$ cat config.mk
export PLATFORM = sky130hd
export DESIGN_NAME = alu_arbiter
export DESIGN_NICKNAME = d
export VERILOG_FILES = /design/src/rtl/alu_pkg.sv /design/src/rtl/rr_arb2.sv /design/src/rtl/alu_arbiter.sv
export SDC_FILE = /design/constraint.sdc
export NUM_CORES = 1
export LEC_CHECK = 0
export ABC_CLOCK_PERIOD_IN_PS = 1400
export CAP_MARGIN = 20
export CELL_PAD_IN_SITES_DETAIL_PLACEMENT = 0
export CELL_PAD_IN_SITES_GLOBAL_PLACEMENT = 1
export CORE_AREA = 5 5 130 132
export CTS_BUF_LIST = sky130_fd_sc_hd__clkbuf_8
export CTS_CLUSTER_SIZE = 8
export DETAILED_ROUTE_END_ITERATION = 16
export DIE_AREA = 0 0 135 137
export PLACE_DENSITY = 0.76
export SYNTH_ARGS = -nofsm -noshare
export SYNTH_HDL_FRONTEND = slang
export SYNTH_SLANG_ARGS = --single-unit
$ cat constraint.sdc
create_clock -name clk_i -period 1.4 [get_ports clk_i]
set_input_delay 0.21 -clock clk_i [delete_from_list [all_inputs] [get_ports clk_i]]
set_output_delay 0.21 -clock clk_i [all_outputs]
set_load 0.01 [all_outputs]
$ cat src/rtl/alu_pkg.sv
// ============================================================================
// Module : alu_pkg
// Brief  : Shared ALU control codes, width defaults and arbiter state encoding.
// Rev    : 1.0
// ============================================================================
`default_nettype none

package alu_pkg;

    localparam int ALU_DATA_W = 32;
    localparam int ALU_CTRL_W = 4;

    localparam logic [3:0] c_ALU_ADD = 4'b0000;
    localparam logic [3:0] c_ALU_SUB = 4'b0001;
    localparam logic [3:0] c_ALU_AND = 4'b0010;
    localparam logic [3:0] c_ALU_OR  = 4'b0011;
    localparam logic [3:0] c_ALU_XOR = 4'b0100;
    localparam logic [3:0] c_ALU_SLL = 4'b0101;
    localparam logic [3:0] c_ALU_SRL = 4'b0110;
    localparam logic [3:0] c_ALU_SLT = 4'b0111;
    localparam logic [3:0] c_ALU_BEQ = 4'b1000;
    localparam logic [3:0] c_ALU_BGE = 4'b1001;

    typedef enum logic [0:0] {
        IDLE = 1'b0,
        RESP = 1'b1
    } arb_state_t;

endpackage

`default_nettype wire

$ cat src/rtl/rr_arb2.sv
// ============================================================================
// Module : rr_arb2
// Brief  : Two-way round-robin grant cell; one-hot grant, zero when disabled.
// Rev    : 1.0
// ============================================================================
`default_nettype none

module rr_arb2 (
    input  logic [1:0] req,
    input  logic       last_grant,
    input  logic       enable,
    output logic [1:0] grant
);

    always_comb begin
        grant = 2'b00;
        if (enable) begin
            unique case (req)
                2'b01:   grant = 2'b01;
                2'b10:   grant = 2'b10;
                // Contention goes to the port that did not win last time.
                2'b11:   grant = last_grant ? 2'b01 : 2'b10;
                default: grant = 2'b00;
            endcase
        end
    end

endmodule

`default_nettype wire

$ cat src/rtl/alu_arbiter.sv
// ============================================================================
// Module : alu_arbiter
// Brief  : Round-robin sharing of one ALU between two requesters, with a
//          registered valid/ready response. Optional macro: ALU_ARB_PERF_EN.
// Rev    : 1.0
// ============================================================================
`default_nettype none

module alu_arbiter
    import alu_pkg::*;
#(
    parameter int DATA_W = ALU_DATA_W,
    parameter int CTRL_W = ALU_CTRL_W
) (
    input  logic              clk_i,
    input  logic              rst_n_i,
    input  logic [1:0]        req_valid_i,
    output logic [1:0]        req_ready_o,
    input  logic [DATA_W-1:0] req0_data1_i,
    input  logic [DATA_W-1:0] req0_data2_i,
    input  logic [CTRL_W-1:0] req0_ctrl_i,
    input  logic [DATA_W-1:0] req1_data1_i,
    input  logic [DATA_W-1:0] req1_data2_i,
    input  logic [CTRL_W-1:0] req1_ctrl_i,
    output logic [DATA_W-1:0] alu_data1_o,
    output logic [DATA_W-1:0] alu_data2_o,
    output logic [CTRL_W-1:0] alu_ctrl_o,
    input  logic [DATA_W-1:0] alu_data_i,
    input  logic              alu_branch_flag_i,
    input  logic              alu_zero_i,
    output logic [1:0]        resp_valid_o,
    input  logic [1:0]        resp_ready_i,
    output logic [DATA_W-1:0] resp_data_o,
    output logic              resp_branch_o,
`ifdef ALU_ARB_PERF_EN
    output logic [31:0]       perf_grant0_o,
    output logic [31:0]       perf_grant1_o,
    output logic [31:0]       perf_conflict_o,
    output logic [31:0]       perf_stall_o,
`endif
    output logic              resp_zero_o
);

    arb_state_t        r_state;
    arb_state_t        w_state_next;
    logic              r_owner;
    logic              r_last_grant;
    logic [DATA_W-1:0] r_resp_data;
    logic              r_resp_branch;
    logic              r_resp_zero;

    logic [1:0]        w_grant;
    logic              w_owner_ready;
    logic              w_can_accept;
    logic              w_accept;
    logic              w_gidx;

    assign w_owner_ready = resp_ready_i[r_owner];
    assign w_can_accept  = (r_state == IDLE) | ((r_state == RESP) & w_owner_ready);

    rr_arb2 u_rr_arb2 (
        .req        (req_valid_i),
        .last_grant (r_last_grant),
        .enable     (w_can_accept),
        .grant      (w_grant)
    );

    // Grants are only issued to valid ports, so any grant is an accept.
    assign w_accept    = |w_grant;
    assign w_gidx      = w_grant[1];
    assign req_ready_o = w_grant;

    always_comb begin
        alu_data1_o = '0;
        alu_data2_o = '0;
        alu_ctrl_o  = '0;
        if (w_grant[0]) begin
            alu_data1_o = req0_data1_i;
            alu_data2_o = req0_data2_i;
            alu_ctrl_o  = req0_ctrl_i;
        end else if (w_grant[1]) begin
            alu_data1_o = req1_data1_i;
            alu_data2_o = req1_data2_i;
            alu_ctrl_o  = req1_ctrl_i;
        end
    end

    always_ff @(posedge clk_i or negedge rst_n_i) begin
        if (!rst_n_i) begin
            r_state <= IDLE;
        end else begin
            r_state <= w_state_next;
        end
    end

    always_comb begin
        w_state_next = r_state;
        if (w_accept) begin
            w_state_next = RESP;
        end else if ((r_state == RESP) && w_owner_ready) begin
            w_state_next = IDLE;
        end
    end

    always_ff @(posedge clk_i or negedge rst_n_i) begin
        if (!rst_n_i) begin
            r_owner       <= 1'b0;
            r_last_grant  <= 1'b1;
            r_resp_data   <= '0;
            r_resp_branch <= 1'b0;
            r_resp_zero   <= 1'b0;
        end else if (w_accept) begin
            r_owner       <= w_gidx;
            r_last_grant  <= w_gidx;
            r_resp_data   <= alu_data_i;
            r_resp_branch <= alu_branch_flag_i;
            r_resp_zero   <= alu_zero_i;
        end
    end

    // Valid is a pure decode of the registered state, so reset clears it at once.
    assign resp_valid_o  = (r_state == RESP) ? (r_owner ? 2'b10 : 2'b01) : 2'b00;
    assign resp_data_o   = r_resp_data;
    assign resp_branch_o = r_resp_branch;
    assign resp_zero_o   = r_resp_zero;

`ifdef ALU_ARB_PERF_EN
    logic [31:0] r_perf_grant0;
    logic [31:0] r_perf_grant1;
    logic [31:0] r_perf_conflict;
    logic [31:0] r_perf_stall;

    always_ff @(posedge clk_i or negedge rst_n_i) begin
        if (!rst_n_i) begin
            r_perf_grant0   <= '0;
            r_perf_grant1   <= '0;
            r_perf_conflict <= '0;
            r_perf_stall    <= '0;
        end else begin
            if (w_grant[0]) r_perf_grant0 <= r_perf_grant0 + 32'd1;
            if (w_grant[1]) r_perf_grant1 <= r_perf_grant1 + 32'd1;
            if ((&req_valid_i) && w_can_accept) r_perf_conflict <= r_perf_conflict + 32'd1;
            if ((r_state == RESP) && !w_owner_ready) r_perf_stall <= r_perf_stall + 32'd1;
        end
    end

    assign perf_grant0_o   = r_perf_grant0;
    assign perf_grant1_o   = r_perf_grant1;
    assign perf_conflict_o = r_perf_conflict;
    assign perf_stall_o    = r_perf_stall;
`endif

endmodule

`default_nettype wire

Word-level counts from Yosys, hierarchy flattened
Cells that the tools add are included.
{ "totals": {"regBits": 37, "input_bits": 176, "output_inout_bits": 106, "elab_cells": 31} }
{ "classes": {"order_cmp": 1, "eq_ne": 3, "mux": 15, "bitwise": 3, "n_reduce_logical": 3} }
{ "op_table": {"columns": ["cell", "count"], "rows": [
  ["$mux W32", 4],
  ["$mux W2", 4],
  ["$mux W4", 2],
  ["$pmux W2 S3", 1],
  ["$eq A2 B2 Y1 const B", 2],
  ["$mux W1", 4],
  ["$eq A2 B1 Y1 const B", 1],
  ["$lt A1 B2 Y1 const B", 1],
  ["$reduce_bool A2 Y1", 1],
  ["$reduce_or A2 Y1", 1],
  ["$and A1 B1 Y1", 1],
  ["$logic_and A1 B1 Y1", 1],
  ["$not A1 Y1", 1],
  ["$or A1 B1 Y1", 1]
]} }

Depth between registers and ports, before layout
{ "logic_depth": {"word_depth": 7, "depth_mapped": 5, "depth_no_buf": 3} }

Modules after synthesis
A second synthesis with hierarchy kept.
{ "hier_totals": {"hier_cells": 174, "hier_area_um2": 2095.8} }
{ "modules_own_cells": {"columns": ["module", "n_inst", "cells_each", "area_per_inst_um2", "seq_area_each_um2"], "rows": [
  ["alu_arbiter", 1, 169, 2074.5, 927.1],
  ["rr_arb2", 1, 5, 21.3, 0.0]
]} }

Worst setup path after synthesis
No wires, ideal clock.
{ "synth_timing": {"path_type": "register to output", "from": "reg r_last_grant", "to": "out alu_ctrl_o[0]", "arrival_time_ns": 1.339, "t_required_ns": 1.190, "slack_ns": -0.149, "stages_incl_launch_ff": 6, "n_path_buf": 2, "cell_sequence": "dfstp_2 -> nand2b_1 -> buf_2 -> clkbuf_1 -> a32oi_1 -> nor2_1"} }
{ "synth_between": {"elab_chain_len": 5} }
{ "synth_rtl": {"columns": ["element", "line", "rtl"], "rows": [
  ["start: declaration", "alu_arbiter.sv:47", "logic r_last_grant;"],
  ["start signal: assignment", "alu_arbiter.sv:114", "r_last_grant <= w_gidx;"],
  ["$mux W2 (*)", "rr_arb2.sv:22", "2'b11: grant = last_grant ? 2'b01 : 2'b10;"],
  ["$pmux W2 S3 (*)", "rr_arb2.sv:18", "unique case (req)"],
  ["$mux W2 (*)", "rr_arb2.sv:17", "if (enable) begin"],
  ["$mux W4", "alu_arbiter.sv:81", "end else if (w_grant[1]) begin"],
  ["$mux W4 (*)", "alu_arbiter.sv:77", "if (w_grant[0]) begin"],
  ["end: declaration", "alu_arbiter.sv:27", "output logic [CTRL_W-1:0] alu_ctrl_o,"]
]} }
Mark *: on every way between the ends. The rest lies on a longest branch, timed or not.

Worst setup path after layout
{ "layout_timing": {"from": "reg r_last_grant", "to": "out alu_data2_o[4]"} }
{ "layout_between": {"elab_chain_len": 5} }
{ "layout_rtl": {"columns": ["element", "line", "rtl"], "rows": [
  ["$mux W2 (*)", "rr_arb2.sv:22", null],
  ["$pmux W2 S3 (*)", "rr_arb2.sv:18", null],
  ["$mux W2 (*)", "rr_arb2.sv:17", null],
  ["$mux W32", "alu_arbiter.sv:81", null],
  ["$mux W32 (*)", "alu_arbiter.sv:77", null],
  ["end: declaration", "alu_arbiter.sv:26", "output logic [DATA_W-1:0] alu_data2_o,"]
]} }
Marks and branches as above.

==> reports/summary.md <==
### Route
* average wire per cell in the routed design: 20.0 um
* average via count per standard cell: 4.52
* number of DRC violations after detailed routing: 0
* Detailed Route WL: 16,000 um
* violation count after the first detailed-routing iteration: 97
* via count of the routed design: 3,615
* first-pass detailed-route iteration total: 4
* post-route ant nets: 0

### Power and ir drop
* total power consumption of the routed design: 7440 uW
* proportion of power drawn by combinational gates: 69.3%
* switching power: 2750 uW
* proportion of power drawn by flip-flops and latches: 20.6%
* total power divided by cell area: 1110 nW/um^2
* internal portion of total power: 4690 uW
* Clock Power Share: 10.2%
* leakage component of the power: 0.00286 uW
* net switching fraction of the power: 37.0%
* Worst IR Drop VDD: 0.000701 V

### Floorplan
* starting density of the core: 16.5%
* die area: 18,500 sq um
* core outline area: 15,600 sq um
* Boundary Pins: 282
* number of cell rows: 46
* vertical extent of the die: 137 um
* Die X-Extent: 135 um

### Setup path
* arrival time reported for the critical path endpoint: 1790 ps
* maximum fanout along the worst path: 15
* Critical Path, Cell by Cell: buf_6, a21boi_4, buf_6, buf_12, buf_6, a32oi_4, nor2_4, buf_6
* worst stage delay on the critical path: 540 ps
* most common cell type on the critical path: sky130_fd_sc_hd__buf_6
* kind of capture point of the worst setup path: output port
* Worst path slowest cell: sky130_fd_sc_hd__dfstp_2
* crit path launch type: register
* Crit Path Class: reg2out
* required time of the critical path: 1190 ps

### Synthesis
* Yosys reg bits: 37
* cell area after synthesis: 2580 sq um
* fraction of registers with async set or reset after synthesis: 100%
* area share of the largest cell type after synthesis: 34.9%
* most instantiated flip-flop cell in the synthesis netlist: sky130_fd_sc_hd__dfrtp_1
* YS warnings: 0
* number of unique standard cell types used by synthesis: 23
* count of mapped cells out of synthesis: 260
* number of flops mapped to enable cells by yosys: 0
* top post-synthesis cells by area: sky130_fd_sc_hd__dfrtp_1, sky130_fd_sc_hd__a32oi_1, sky130_fd_sc_hd__mux2_4
* mean area per synthesized cell: 9.92 sq um
* most common cell in the netlist: sky130_fd_sc_hd__nor2_1
* synth cell count leaders: sky130_fd_sc_hd__nor2_1, sky130_fd_sc_hd__a32oi_1, sky130_fd_sc_hd__dfrtp_1
* part of the Yosys area used for sequential elements: 35.9%
* Mapped Nets: 436
* largest area contributor in the synthesized netlist: sky130_fd_sc_hd__dfrtp_1

### STA
* setup repair after global routing missed its margin: yes
* min setup slack post-route: -598 ps
* Max Clk Rate: 500 MHz
* Post-Route Skew: 5.99 ps
* tightest slew margin relative to the limit: 59.5%
* ratio of final minimum period to clock period: 143%
* final hold viol count: 0
* final setup vio count: 106
* Final Slew Violations: 0
* slew at the pin closest to its max-slew limit: 608 ps
* minimum period implied by the final worst setup slack: 2000 ps

### Global routing
* initial antenna violation count: 3
* via count of the first global-routing pass: 3,620
* first-pass GRT wire length: 19,800 um
* sum of overflow across all layers after global routing: 0
* global router's overall resource usage: 13.4%
* maximum number of pins on one net before global-route repair: 42

### Finish
* Final Core Density: 42.9%
* final net count: 758
* ratio of cells with drive above 1 in the final layout: 41.7%
* area added between synthesis and finish: 159%

### Place
* placer's final routability congestion estimate: 0.730
* post-detail-place hpwl: 10,200 um
* number of buffer cells added on primary ports: 281

### CTS
* Max H-tree Level: 2
* clock latency on the worst-skew pair: 290 ps
* Root Buffer: sky130_fd_sc_hd__clkbuf_8
* number of clock sinks: 37
* CTS tree: built
* post-CTS clock slew at the launch and capture registers of the worst setup and hold paths: 80 ps
* Num CTS Buffers: 5
* worst-case clock buffer depth: 2

### Status
* failing checks: negative setup slack
* outcome: finished, violations left

### Worst hold path
* Hold Crit Class: in2async

### Run
* Max Cap Violations: 0

-- per-stage QoR --
| step | setup slack (ps) | hold slack [ps] | area, sq um | TNS [ps] | cells |
|---|---|---|---|---|---|
| final | -598 | 313 | 6680 | -39590 | 800 |
| after global routing | -669 | 325 | 6680 | -48360 | 799 |
| after CTS | -791 | 315 | 5960 | -50690 | 767 |
| after detailed placement | -782 | 492 | 5760 | -66400 | 742 |
| after global placement | -737 | 490 | 5760 | -62820 | 742 |
| after floorplan | -29.8 | -85.6 | 2670 | -2540 | 260 |
-- power groups by stage --
stage	registers, uW	logic, uW	clock network (uW)
after floorplan	1680	1740	0
after global placement	1550	4060	0
after detailed placement	1550	4100	0
after CTS	1530	4200	789
after global routing	1580	5450	827
final	1530	5160	756
-- critical path, delay by kind of cell, from the launching register on --
kind	cells	cell delay, ps
compound gates	2	260
simple gates	1	60
buf+inv	5	620
flops	1	540
-- logic make-up after synthesis --
group	after synthesis	synth area share, %
AND/OR/NAND/NOR	80	12.6
AO/OA/AOI/OAI	74	25.2
flip-flops	37	35.9
multiplexers	35	19.6
buffers and inverters	34	6.69
-- layout make-up --
type                       instances  area, sq um
sequential                        37          927
fill                            1495         8910
timing repair buffer             349         3510
multi-input combinational        189         1890
tap                              216          270
antenna                            1         2.50
clock buffer                       5         68.8
clock inverter                     3         21.3
-- state kept, by name, indices dropped and copies added, names as in the netlist --
| signal | count |
|---|---|
| r_last_grant | 1 |
| r_owner | 1 |
| r_state | 1 |
| resp_branch_o | 1 |
| resp_data_o | 32 |
| resp_zero_o | 1 |
-- worst paths after layout --
path | startpoint | end | slack [ps] | depth (start not counted)
setup / recovery | r_last_grant | alu_data2_o[4] | -600 | 8
hold / removal | rst_n_i | resp_data_o[21] | 310 | 2
setup reg to reg | r_owner | resp_data_o[24] | -170 | 6
hold reg to reg | resp_data_o[23] | resp_data_o[23] | 510 | 1
max in group asynchronous | rst_n_i | r_last_grant | 840 | 2
min in group clk_i | resp_data_o[23] | resp_data_o[23] | 510 | 1
-- timing repair --
| action | CTS | global route |
|---|---|---|
| pin swaps | 7 | 42 |
| cloned | 6 | 15 |
| hold buffers | 0 | 0 |
| endpoints found under the setup margin | 140 | 107 |
| endpoints found under the hold margin | 0 | 0 |
| gates resized for setup | 191 | 204 |
| setup buffers | 12 | 25 |
-- routing by layer --
layer	vias up	global-route usage (%)	wire (um)
li1	1654	-	-
met1	1748	13.8	5720
met2	182	25.5	8610
met3	27	5.59	1390
met4	4	2.80	280
met5	-	0	32
-- cells in the final DEF, fill, tap and decap left out, types with 2 or more instances in the layout --
| cell | instances |
|---|---|
| sky130_fd_sc_hd__mux2_4 | 34 |
| sky130_fd_sc_hd__buf_4 | 14 |
| sky130_fd_sc_hd__a32oi_4 | 3 |
| sky130_fd_sc_hd__buf_2 | 52 |
| sky130_fd_sc_hd__buf_16 | 2 |
| sky130_fd_sc_hd__a32oi_1 | 35 |
| sky130_fd_sc_hd__nor2_4 | 8 |
| sky130_fd_sc_hd__nand2b_1 | 3 |
| sky130_fd_sc_hd__buf_8 | 4 |
| sky130_fd_sc_hd__clkdlybuf4s50_1 | 174 |
| sky130_fd_sc_hd__clkbuf_8 | 5 |
| sky130_fd_sc_hd__dfrtp_1 | 36 |
| sky130_fd_sc_hd__a32oi_2 | 30 |
| sky130_fd_sc_hd__clkbuf_2 | 9 |
| sky130_fd_sc_hd__dlygate4sd2_1 | 34 |
| sky130_fd_sc_hd__clkbuf_16 | 9 |
| sky130_fd_sc_hd__buf_12 | 16 |
| sky130_fd_sc_hd__nor2_2 | 11 |
| sky130_fd_sc_hd__buf_6 | 34 |
| sky130_fd_sc_hd__nor2_1 | 51 |
(Power assumes the default switching activity.)
